[src/rtl/key_event_decoder_pkg.sv]
// Shared definitions for key gesture consumers: one-hot decoder states, default
// 50 MHz timing constants and the press/release event helpers.
package key_event_decoder_pkg;

  typedef enum logic [4:0] {
    ST_IDLE        = 5'b00001,
    ST_PRESSED     = 5'b00010,
    ST_LONG_HELD   = 5'b00100,
    ST_WAIT_SECOND = 5'b01000,
    ST_SECOND_PR   = 5'b10000
  } state_e;

  localparam int unsigned DEF_LONG_CYC   = 50_000_000;  // 1 s
  localparam int unsigned DEF_DBL_CYC    = 12_500_000;  // 250 ms
  localparam int unsigned DEF_REPEAT_CYC = 5_000_000;   // 100 ms
  localparam int unsigned DEF_CNT_W      = 26;

  function automatic logic is_press(input logic flag, input logic level);
    return flag & ~level;
  endfunction

  function automatic logic is_release(input logic flag, input logic level);
    return flag & level;
  endfunction

endpackage

[src/rtl/evt_timer.sv]
// Interval counter for gesture timing: clear has priority, counts while enabled,
// hit_o flags the cycle in which the count equals the compare value.
module evt_timer #(
  parameter int unsigned CNT_W = 26
) (
  input  logic             Clk,
  input  logic             Rst_n,
  input  logic             clr_i,
  input  logic             en_i,
  input  logic [CNT_W-1:0] cmp_i,
  output logic             hit_o
);

  logic [CNT_W-1:0] cnt_q, cnt_d;

  assign hit_o = en_i && (cnt_q == cmp_i);

  // NOTE: every variable written here gets a default first, so no latch is inferred.
  always_comb begin
    cnt_d = cnt_q;
    if (clr_i) begin
      cnt_d = '0;
    end else if (en_i) begin
      cnt_d = cnt_q + CNT_W'(1);
    end
  end

  // NOTE: state registers use non-blocking assignments only.
  always_ff @(posedge Clk or negedge Rst_n) begin
    if (!Rst_n) begin
      cnt_q <= '0;
    end else begin
      cnt_q <= cnt_d;
    end
  end

endmodule

[src/rtl/key_event_decoder.sv]
// Classifies debounced key events into short-press, long-press and double-click pulses.
// Define KEY_REPEAT_EN to add auto-repeat pulses while the key is long-held.
module key_event_decoder
  import key_event_decoder_pkg::*;
#(
  parameter int unsigned LONG_CYC   = DEF_LONG_CYC,
  parameter int unsigned DBL_CYC    = DEF_DBL_CYC,
`ifdef KEY_REPEAT_EN
  parameter int unsigned REPEAT_CYC = DEF_REPEAT_CYC,
`endif
  parameter int unsigned CNT_W      = DEF_CNT_W
) (
  input  logic Clk,
  input  logic Rst_n,
  input  logic key_flag,
  input  logic key_state,
  output logic short_press,
  output logic long_press,
  output logic double_click,
  output logic repeat_press,
  output logic key_busy
);

  // The gesture counter restarts the cycle after the triggering event, and the
  // pulse is registered one cycle after the compare, hence the two-cycle offset.
  localparam logic [CNT_W-1:0] LONG_CMP = CNT_W'(LONG_CYC - 2);
  localparam logic [CNT_W-1:0] DBL_CMP  = CNT_W'(DBL_CYC - 2);

  state_e state_q, state_d;
  logic   press, release_evt;
  logic   g_en, g_clr, g_hit;
  logic   [CNT_W-1:0] g_cmp;
  logic   rep_hit;
  logic   short_d, long_d, dbl_d, rep_d, busy_d;
  logic   short_q, long_q, dbl_q, rep_q, busy_q;

  assign press       = is_press(key_flag, key_state);
  assign release_evt = is_release(key_flag, key_state);

  assign g_en  = (state_q == ST_PRESSED) || (state_q == ST_WAIT_SECOND);
  assign g_cmp = (state_q == ST_PRESSED) ? LONG_CMP : DBL_CMP;
  assign g_clr = (state_d != state_q);

  evt_timer #(.CNT_W(CNT_W)) u_gesture_timer (
    .Clk   (Clk),
    .Rst_n (Rst_n),
    .clr_i (g_clr),
    .en_i  (g_en),
    .cmp_i (g_cmp),
    .hit_o (g_hit)
  );

`ifdef KEY_REPEAT_EN
  logic rep_en, rep_clr;

  // Repeat interval is measured from the long-press pulse and rearms on every hit.
  assign rep_en  = (state_q == ST_LONG_HELD);
  assign rep_clr = ~rep_en | rep_hit;

  evt_timer #(.CNT_W(CNT_W)) u_repeat_timer (
    .Clk   (Clk),
    .Rst_n (Rst_n),
    .clr_i (rep_clr),
    .en_i  (rep_en),
    .cmp_i (CNT_W'(REPEAT_CYC - 1)),
    .hit_o (rep_hit)
  );
`else
  assign rep_hit = 1'b0;
`endif

  always_comb begin
    state_d = state_q;
    short_d = 1'b0;
    long_d  = 1'b0;
    dbl_d   = 1'b0;
    rep_d   = 1'b0;
    case (state_q)
      ST_IDLE: begin
        if (press) state_d = ST_PRESSED;
      end
      ST_PRESSED: begin
        // A release on the compare cycle wins over the long press.
        if (release_evt) begin
          state_d = ST_WAIT_SECOND;
        end else if (g_hit) begin
          long_d  = 1'b1;
          state_d = ST_LONG_HELD;
        end
      end
      ST_LONG_HELD: begin
        if (release_evt) begin
          state_d = ST_IDLE;
        end else if (rep_hit) begin
          rep_d = 1'b1;
        end
      end
      ST_WAIT_SECOND: begin
        if (press) begin
          state_d = ST_SECOND_PR;
        end else if (g_hit) begin
          short_d = 1'b1;
          state_d = ST_IDLE;
        end
      end
      ST_SECOND_PR: begin
        if (release_evt) begin
          dbl_d   = 1'b1;
          state_d = ST_IDLE;
        end
      end
      default: state_d = ST_IDLE;
    endcase
    busy_d = (state_d != ST_IDLE);
  end

  always_ff @(posedge Clk or negedge Rst_n) begin
    if (!Rst_n) begin
      state_q <= ST_IDLE;
      short_q <= 1'b0;
      long_q  <= 1'b0;
      dbl_q   <= 1'b0;
      rep_q   <= 1'b0;
      busy_q  <= 1'b0;
    end else begin
      state_q <= state_d;
      short_q <= short_d;
      long_q  <= long_d;
      dbl_q   <= dbl_d;
      rep_q   <= rep_d;
      busy_q  <= busy_d;
    end
  end

  assign short_press  = short_q;
  assign long_press   = long_q;
  assign double_click = dbl_q;
  assign repeat_press = rep_q;
  assign key_busy     = busy_q;

endmodule
[config.mk]
export PLATFORM = sky130hd
export DESIGN_NAME = key_event_decoder
export DESIGN_NICKNAME = d
export VERILOG_FILES = /design/src/rtl/key_event_decoder_pkg.sv /design/src/rtl/evt_timer.sv /design/src/rtl/key_event_decoder.sv
export SDC_FILE = /design/constraint.sdc
export NUM_CORES = 1
export LEC_CHECK = 0
export CAP_MARGIN = 20
export CORE_AREA = 2 2 68 70
export DETAILED_ROUTE_END_ITERATION = 8
export DIE_AREA = 0 0 70 72
export GPL_ROUTABILITY_DRIVEN = 0
export GPL_TIMING_DRIVEN = 0
export PLACE_DENSITY = 0.68
export SLEW_MARGIN = 5
export SYNTH_ARGS = -nofsm -noshare
export SYNTH_HDL_FRONTEND = slang
export SYNTH_SLANG_ARGS = --single-unit
[constraint.sdc]
create_clock -name Clk -period 2.8 [get_ports Clk]
set_input_delay 0.7 -clock Clk [delete_from_list [all_inputs] [get_ports Clk]]
set_output_delay 0.7 -clock Clk [all_outputs]
set_load 0.005 [all_outputs]
; ---- Word-level counts from Yosys, hierarchy flattened
; Cells that the tools add are included.
[word_totals]
register_bits = 35
inputBits = 4
out_inout_bits = 5
wordCells = 39
[op_classes]
addsub = 1
n_eq_ne = 8
n_mux = 17
bitwise = 3
reduce_logical = 4
[op_table]
columns = operator, count
row1 = 2-to-1 mux 26 bit, 3
row2 = 2-to-1 mux 5 bit, 6
row3 = adder 26 x 1 -> 26 bit (second input constant), 1
row4 = == test 26 bit, 1
row5 = case mux 5 bit (4 select lines), 1
row6 = 2-to-1 mux 1 bit, 7
row7 = == test 5 x 1 -> 1 bit (second input constant), 1
row8 = == test 5 x 2 -> 1 bit (second input constant), 1
row9 = == test 5 x 3 -> 1 bit (second input constant), 1
row10 = == test 5 x 4 -> 1 bit (second input constant), 1
row11 = == test 5 bit (second input constant), 1
row12 = != test 5 x 1 -> 1 bit (second input constant), 1
row13 = != test 5 bit, 1
row14 = bitwise AND 1 bit, 2
row15 = nonzero test 2 bit, 1
row16 = OR reduction 2 bit, 1
row17 = logical AND 1 bit, 1
row18 = logical OR 1 bit, 1
row19 = inverter 1 bit, 1

; ---- Longest topological paths before layout
; Gate-level depths: netlist (run 1).
[logic_depth]
depth_word = 9
depth_mapped = 9
mapped_depth_nobuf = 8

; ---- Hierarchy
; Synthesis (run 1) repeated with hierarchy kept, for this count alone.
[unflattened]
cells_unflattened = 254
area_unflattened_um2 = 2293.4
[modules_own_cells]
columns = module, n_inst, cells_per_inst, area_each_um2, seq_area_each_um2
row1 = evt_timer, 1, 185, 1704.1, 650.6
row2 = key_event_decoder, 1, 69, 589.3, 226.5

; ---- Worst setup path before layout (run 1)
; Ideal clock, no wire load.
[synth_timing]
path_kind = reg2reg
startpoint = reg state_q[1]
endpoint = reg u_gesture_timer.cnt_q[10]
setup_ns = 0.116
t_arrival_ns = 2.156
required_ns = 2.684
slack_ns = 0.528
path_stages_with_launch = 9
n_path_buf = 2
synth_period_minus_slack_ns = 2.272
path_cell_list = dfrtp_1 buf_4 or3_4 or3_1 o22ai_4 a31oi_4 xnor2_4 buf_6 nor2_1
[synth_between]
elab_chain_cells = 9
word_cells_on_any_way = 20
classes_between = eq/ne: 7 / mux: 9 / reduce/logical: 4
[synth_rtl]
columns = item, line
row1 = "start, declared", key_event_decoder.sv:29  ; state_e state_q, state_d;
row2 = "start signal, assigned", key_event_decoder.sv:126  ; state_q <= state_d;
row3 = == test 5 x 2 -> 1 bit, "key_event_decoder.sv:40, key_event_decoder.sv:41, key_event_decoder.sv:78"
row4 = 2-to-1 mux 26 bit, key_event_decoder.sv:41  ; assign g_cmp = (state_q == ST_PRESSED) ? LONG_CMP : DBL_CMP;
row5 = == test 26 bit, evt_timer.sv:16  ; assign hit_o = en_i && (cnt_q == cmp_i);
row6 = logical AND 1 bit, evt_timer.sv:16
row7 = 2-to-1 mux 5 bit (on tied branches), "key_event_decoder.sv:101, key_event_decoder.sv:86"
row8 = 2-to-1 mux 5 bit (on tied branches), "key_event_decoder.sv:99, key_event_decoder.sv:84"
row9 = case mux 5 bit (4 select lines), key_event_decoder.sv:78  ; case (state_q)
row10 = != test 5 bit, key_event_decoder.sv:42  ; assign g_clr = (state_d != state_q);
row11 = 2-to-1 mux 26 bit or nonzero test 2 bit (tied branches), n/a
row12 = "end signal, assigned", evt_timer.sv:33  ; cnt_q <= cnt_d;
row13 = "end, declared", evt_timer.sv:14  ; logic [CNT_W-1:0] cnt_q, cnt_d;
; Parallel ways exist; a longest one is shown, timed or not.
; A chain may end at the register's enable or synchronous reset.

; ---- Worst setup path in the final report (run 1)
[layout_timing]
startpoint = in key_state
endpoint = reg u_gesture_timer.cnt_q[1]
[layout_between]
elab_chain_cells = 6
word_cells_on_any_way = 11
classes_between = eq/ne: 1 / mux: 6 / bitwise: 3 / reduce/logical: 1
[layout_rtl]
columns = item, line
row1 = "start, declared", key_event_decoder.sv:16  ; input logic key_state,
row2 = inverter 1 bit, key_event_decoder_pkg.sv:19  ; return flag & ~level;
row3 = bitwise AND 1 bit, key_event_decoder_pkg.sv:19
row4 = 2-to-1 mux 5 bit (on tied branches), "key_event_decoder.sv:99, key_event_decoder.sv:80"
row5 = case mux 5 bit (4 select lines) (*), key_event_decoder.sv:78
row6 = != test 5 bit (*), key_event_decoder.sv:42
row7 = 2-to-1 mux 26 bit or nonzero test 2 bit (tied branches), n/a
; Mark *: on every way between the ends. The rest lies on a longest branch, timed or not.

==> results of run 1 <==
-- power by group through the flow --
stage          clock (W)  sequential, W  combinational [W]
2_1_floorplan          0       0.000534           0.000193
3_3_place_gp           0       0.000534           0.000261
3_5_place_dp           0       0.000534           0.000259
4_1_cts         0.000364       0.000525           0.000261
5_1_grt         0.000377       0.000526           0.000283
6_report        0.000353       0.000525           0.000258
-- flip-flops by register name, indices dropped and copies added (netlist names) --
signal and count:
u_gesture_timer.cnt_q 26, state_q 5, long_press 1, double_click 1, key_busy 1, short_press 1
-- per-layer routing --
layer / routed length, um / global-route usage
met1: 2240 / 0.274
met5: 0 / 0
met4: 44 / 0.0726
met3: 187 / 0.0458
met2: 2310 / 0.337
-- stage by stage --
| step | instances | setup TNS, ps | instance area, sq um | utilization | setup WS [ps] |
|---|---|---|---|---|---|
| floorplan | 246 | 0 | 2180 | - | 528 |
| CTS | 313 | 0 | 2390 | 0.560 | 121 |
| finish | 313 | 0 | 2390 | 0.561 | 167 |
| detailed placement | 305 | -678 | 2310 | 0.541 | -113 |
| global route | 313 | 0 | 2390 | 0.561 | 17.6 |
| global placement | 305 | -722 | 2310 | 0.542 | -130 |
-- cell usage after synthesis (all sizes together) (2+ instances only) --
cell    count
nor2       40
nand3      35
dfrtp      34
xor2       18
nand2      16
nand4      14
buf         9
nor3        9
nor4        9
xnor2       9
clkbuf      5
a21oi       4
and2        4
inv         4
a31oi       3
and3        3
and4        3
nor4b       3
a31o        2
ha          2
nor2b       2
or3         2
-- path summary, 6_finish.rpt --
kind / cells past startpoint / endpoint / start / slack, ps
min in group Clk: 3 / u_gesture_timer.cnt_q[17] / u_gesture_timer.cnt_q[17] / 570
worst min register to register: 3 / u_gesture_timer.cnt_q[17] / u_gesture_timer.cnt_q[17] / 570
max in group asynchronous: 1 / short_press / Rst_n / 1820
worst min-delay path: 1 / u_gesture_timer.cnt_q[4] / Rst_n / 490
worst max-delay path: 7 / u_gesture_timer.cnt_q[1] / key_state / 170
worst max register to register: 8 / u_gesture_timer.cnt_q[6] / state_q[1] / 310
-- cells by family (layout without fill, tap and decap cells) --
logic type / after synthesis / count (layout) / share of synthesized area
compound gates: 18 / 18 / 0.0776
xor+xnor: 27 / 27 / 0.117
fa+ha+maj: 2 / 2 / 0.0115
buf+inv: 18 / 33 / 0.0454
flops: 35 / 35 / 0.403
other cells: 1 / 1 / 0.00172
simple gates: 145 / 145 / 0.344
-- final cells by class --
class                           instances  share of cell area
Inverter                                4             0.00628
Buffer                                 14              0.0350
Timing Repair Buffer                    7              0.0272
Clock buffer                            8              0.0335
Tap cell                               52              0.0272
Sequential cell                        35               0.367
Multi-Input combinational cell        193               0.504
==> impl_metrics.csv, run 1 <==
group,metric,value,unit
worst_setup_path,critPathTopFamily,"compound AO/OA/AOI/OAI gates",
floorplanning,io-pin-count,9,
outcome,status,"finished, final reports clean",
power_and_ir_drop,seqPwrFrac,0.462,
clock_network,cts_num_sinks,35,
worst_setup_path,max_stage_delay,490,ps
global_route,track_usage,0.207,
finish,nets,266,
global_route,grt_pass1_wl,8250,um
sta,worst_pin_slew,784,ps
worst_setup_path,worstPathRequired,3020,ps
worst_setup_path,start_kind,"primary input",
finish,drive_gt1_frac,0.107,
finish,n_fill_cell,414,
synth,netlist.area_leader.share,0.391,
sta,slew_headroom,0.478,
clock_network,clk_pin_slew,70,ps
placed_design,hpwlAfterDp,3390,um
sta,finalHoldViolations,0,
routing,vias_per_cell,5.82,
power_and_ir_drop,switching_power,0.000343,W
global_route,overflow,0,
floorplanning,fp.coreArea,4260,sq um
finish,layout_common_cells,"40 x nor2_1, 35 x nand3_1, 34 x dfrtp_1, 18 x xor2_1, 16 x nand2_1",
routing,dr.pass1.iters,5,
floorplanning,die_area,5040,sq um
clock_network,htreeDepth,2,
power_and_ir_drop,power_density,475,nW/um^2
synth,synthArstFlopShare,1.00,
routing,drc,0,
finish,area_delta_synth_final,9.88,%
synth,ys_warn_count,0,
power_and_ir_drop,combPwrFrac,0.227,
global_route,antenna_found_initial,0,
sta,max_freq,380,MHz
routing,drt_iter0_drc,127,
routing,ant_nets,0,
worst_setup_path,crit_arrival,2850,ps
synth,synth.distinct_cells,45,
synth,avgSynthCellArea,8.85,sq um
routing,routed_wl,4780,um
finish,ff_latch_area,877,sq um
clock_network,cts_root_buffer,"clkbuf_8",
power_and_ir_drop,leakage,1.04,nW
floorplanning,rows,24,
finish,final_common_cell,"nor2_1",
sta,setup_violations,0,
synth,yosysSeqAreaShare,0.403,
clock_network,clock_latency,290,ps
global_route,grt_pass1_vias,1734,
clock_network,tritoncts,"done",
power_and_ir_drop,swShare,0.302,
synth,synth_edf_count,0,
worst_setup_path,cp_max_fo,9,
clock_network,cts_buffers,5,
sta,fin_skew,7.10,ps
clock_network,cts_resized,0,
power_and_ir_drop,vdd_drop_max,0.237,mV
synth,yosysTopAreaCell,"dfrtp_1",
floorplanning,dieWidth,70,um
synth,ys_seq_elements,35,
power_and_ir_drop,finalPower,0.00114,W
synth,synth_area_leaders,"dfrtp_1 39%, nand3_1 8.0%, xor2_1 7.2%",
synth,synth-main-ff-cell,"dfrtp_1",
routing,post_drt_wl_per_cell,15.3,um
floorplanning,die_y,72,um
worst_setup_path,criticalPathCategory,"in -> reg",
placed_design,io_buffers,7,
finish,multi_input_area,1210,sq um
run,max-cap-violations,0,
sta,layout_min_cycle_time,2630,ps
global_route,grt_max_degree,36,
power_and_ir_drop,power_frac_clock,0.311,
clock_network,hold_buffers,0,
routing,num_vias,1822,
sta,rsz0062_at_grt,"false",
power_and_ir_drop,p_int,0.000793,W
clock_network,postCtsSetupRepairBufs,0,
clock_network,cts_buffer_depth,2,
synth,syn_inst,246,
synth,synth_fp_nets,252,
worst_setup_path,worstPathCellList,"clkdlybuf4s50_1 > a21oi_1 > nand2_1 > a2bb2oi_2 > a21boi_2 > o2111ai_1 > nor2_1",
synth,syn_area,2180,sq um
sta,fin_crit_sh,0.940,
min_path,hold_class,"in -> async",
worst_setup_path,setup.worst_path.end_class,"flip-flop",
floorplanning,start_util,0.511,
sta,drv_slew,0,
worst_setup_path,worst-path-buf-inv,1,
sta,holdWs,492,ps
finish,n_antenna_cell,0,
worst_setup_path,slowest_stage,"a21boi_2",
(Power assumes the default switching activity.)
==> inputs of run 2 (changes only) <==
==> constraint.sdc (replaced) <==
create_clock -name Clk -period 3.33 [get_ports Clk]
set_input_delay 0.8325 -clock Clk [delete_from_list [all_inputs] [get_ports Clk]]
set_output_delay 0.8325 -clock Clk [all_outputs]
set_load 0.005 [all_outputs]
==> impl_metrics.csv, run 2 (synthesis gave the netlist of run 1 again) <==
group,metric,value,unit
clock_network,postCtsSetupRepairBufs,0,
finish,top_register,"u_gesture_timer.cnt_q",
sta,setup_slack,564,ps
worst_setup_path,max_stage_delay,500,ps
global_route,overflow,0,
finish,final_common_cell,"nor2_1",
worst_setup_path,critPathTopFamily,"compound AO/OA/AOI/OAI gates",
floorplanning,start_util,0.511,
worst_setup_path,cp_max_fo,9,
sta,max_freq,362,MHz
placed_design,hpwlAfterDp,3390,um
routing,drt_iter0_drc,124,
finish,layout_common_cells,"40 x nor2_1, 35 x nand3_1, 34 x dfrtp_1, 18 x xor2_1, 16 x nand2_1",
clock_network,hold_buffers,0,
placed_design,dp_slack,285,ps
power_and_ir_drop,p_int,0.000667,W
sta,fin_crit_sh,0.831,
sta,layout_min_cycle_time,2770,ps
worst_setup_path,start_kind,"primary input",
routing,drc,0,
power_and_ir_drop,combPwrFrac,0.228,
sta,drv_slew,0,
finish,area_delta_synth_final,9.66,%
power_and_ir_drop,power_frac_clock,0.311,
global_route,track_usage,0.207,
sta,slew_headroom,0.477,
floorplanning,die_y,72,um
clock_network,cts_resized,0,
global_route,grt_max_degree,36,
power_and_ir_drop,power_density,400,nW/um^2
sta,final.setup.tns,0,ps
worst_setup_path,worstPathCellList,"clkdlybuf4s50_1 > a21oi_1 > nand2_1 > a2bb2oi_2 > a21boi_2 > o2111ai_1 > nor2_1",
finish,finalNonFillerCells,313,
placed_design,io_buffers,7,
routing,vias_per_cell,5.79,
floorplanning,fp.coreArea,4260,sq um
routing,post_drt_wl_per_cell,15.2,um
worst_setup_path,worst-path-buf-inv,1,
power_and_ir_drop,swShare,0.303,
sta,finalHoldViolations,0,
power_and_ir_drop,vdd_drop_max,0.200,mV
floorplanning,dieWidth,70,um
clock_network,tritoncts,"done",
sta,worst_pin_slew,784,ps
placed_design,dp_cells,305,
clock_network,cts_num_sinks,35,
routing,num_vias,1812,
finish,n_antenna_cell,0,
clock_network,cts_buffers,5,
sta,setup_violations,0,
routing,ant_nets,0,
clock_network,cts_root_buffer,"clkbuf_8",
routing,dr.pass1.iters,5,
worst_setup_path,slowest_stage,"a21boi_2",
clock_network,clock_latency,290,ps
global_route,grt_pass1_wl,8250,um
finish,reg_top3,"u_gesture_timer.cnt_q x26, state_q x5",
clock_network,clk_pin_slew,70,ps
global_route,antenna_found_initial,0,
worst_setup_path,criticalPathCategory,"in -> reg",
worst_setup_path,setup.worst_path.end_class,"flip-flop",
floorplanning,die_area,5040,sq um
global_route,grt_pass1_vias,1734,
floorplanning,rows,24,
min_path,hold_class,"reg -> reg",
finish,nets,266,
finish,largest_register_ffs,26,
worst_setup_path,crit_arrival,2990,ps
routing,routed_wl,4750,um
power_and_ir_drop,finalPower,0.000956,W
outcome,status,"finished, final reports clean",
clock_network,cts_buffer_depth,2,
worst_setup_path,worstPathRequired,3550,ps
power_and_ir_drop,seqPwrFrac,0.461,
run,max-cap-violations,0,
sta,rsz0062_at_grt,"false",
clock_network,htreeDepth,2,
power_and_ir_drop,leakage,1.04,nW
sta,fin_skew,7.25,ps
floorplanning,io-pin-count,9,
finish,drive_gt1_frac,0.103,
power_and_ir_drop,switching_power,0.000289,W
[run 2: worst paths after layout]
path | slack [ps] | start | endpoint | cells after the start
max in group asynchronous | 2210 | Rst_n | u_gesture_timer.cnt_q[13] | 1
min reg2reg | 570 | u_gesture_timer.cnt_q[17] | u_gesture_timer.cnt_q[17] | 3
max | 560 | key_state | u_gesture_timer.cnt_q[1] | 7
min | 570 | u_gesture_timer.cnt_q[17] | u_gesture_timer.cnt_q[17] | 3
min in group asynchronous | 630 | Rst_n | state_q[4] | 1
max reg2reg | 660 | u_gesture_timer.cnt_q[0] | u_gesture_timer.cnt_q[6] | 9
[run 2: layer usage]
| metal | global-route usage | part of all wire | routed length [um] |
|---|---|---|---|
| met1 | 0.274 | 0.45 | 2160 |
| met2 | 0.337 | 0.49 | 2310 |
| met4 | 0.0726 | 0.0093 | 44 |
| met3 | 0.0458 | 0.049 | 234 |
| met5 | 0 | 0 | 0 |
[run 2: worst min-delay path, cell delays in order (launching register included)]
cell and delay, ps:
dfrtp_1 350, xor2_1 70, nand3_1 70, nor2_1 40
[run 2: through the flow]
step	util	hold WS (ps)	cell area (sq um)
floorplan	-	533	2180
global placement	0.542	558	2310
detailed placement	0.541	565	2310
CTS	0.560	579	2390
global route	0.560	628	2390
finish	0.560	570	2390
[run 2: power by group through the flow]
stage	Sequential (W)	Combinational, W	Clock, W
2_1_floorplan	0.000449	0.000162	0
3_3_place_gp	0.000449	0.000219	0
3_5_place_dp	0.000449	0.000218	0
4_1_cts	0.000441	0.000219	0.000306
5_1_grt	0.000442	0.000238	0.000317
6_report	0.000441	0.000218	0.000297
[run 2: layout make-up]
class	count	area (sq um)
Buffer	14	83.8
Inverter	4	15.0
Timing Repair Buffer	7	65.1
Multi-Input combinational cell	193	1200
Sequential cell	35	877
Clock buffer	8	80.1
Fill cell	415	1880
Tap cell	52	65.1
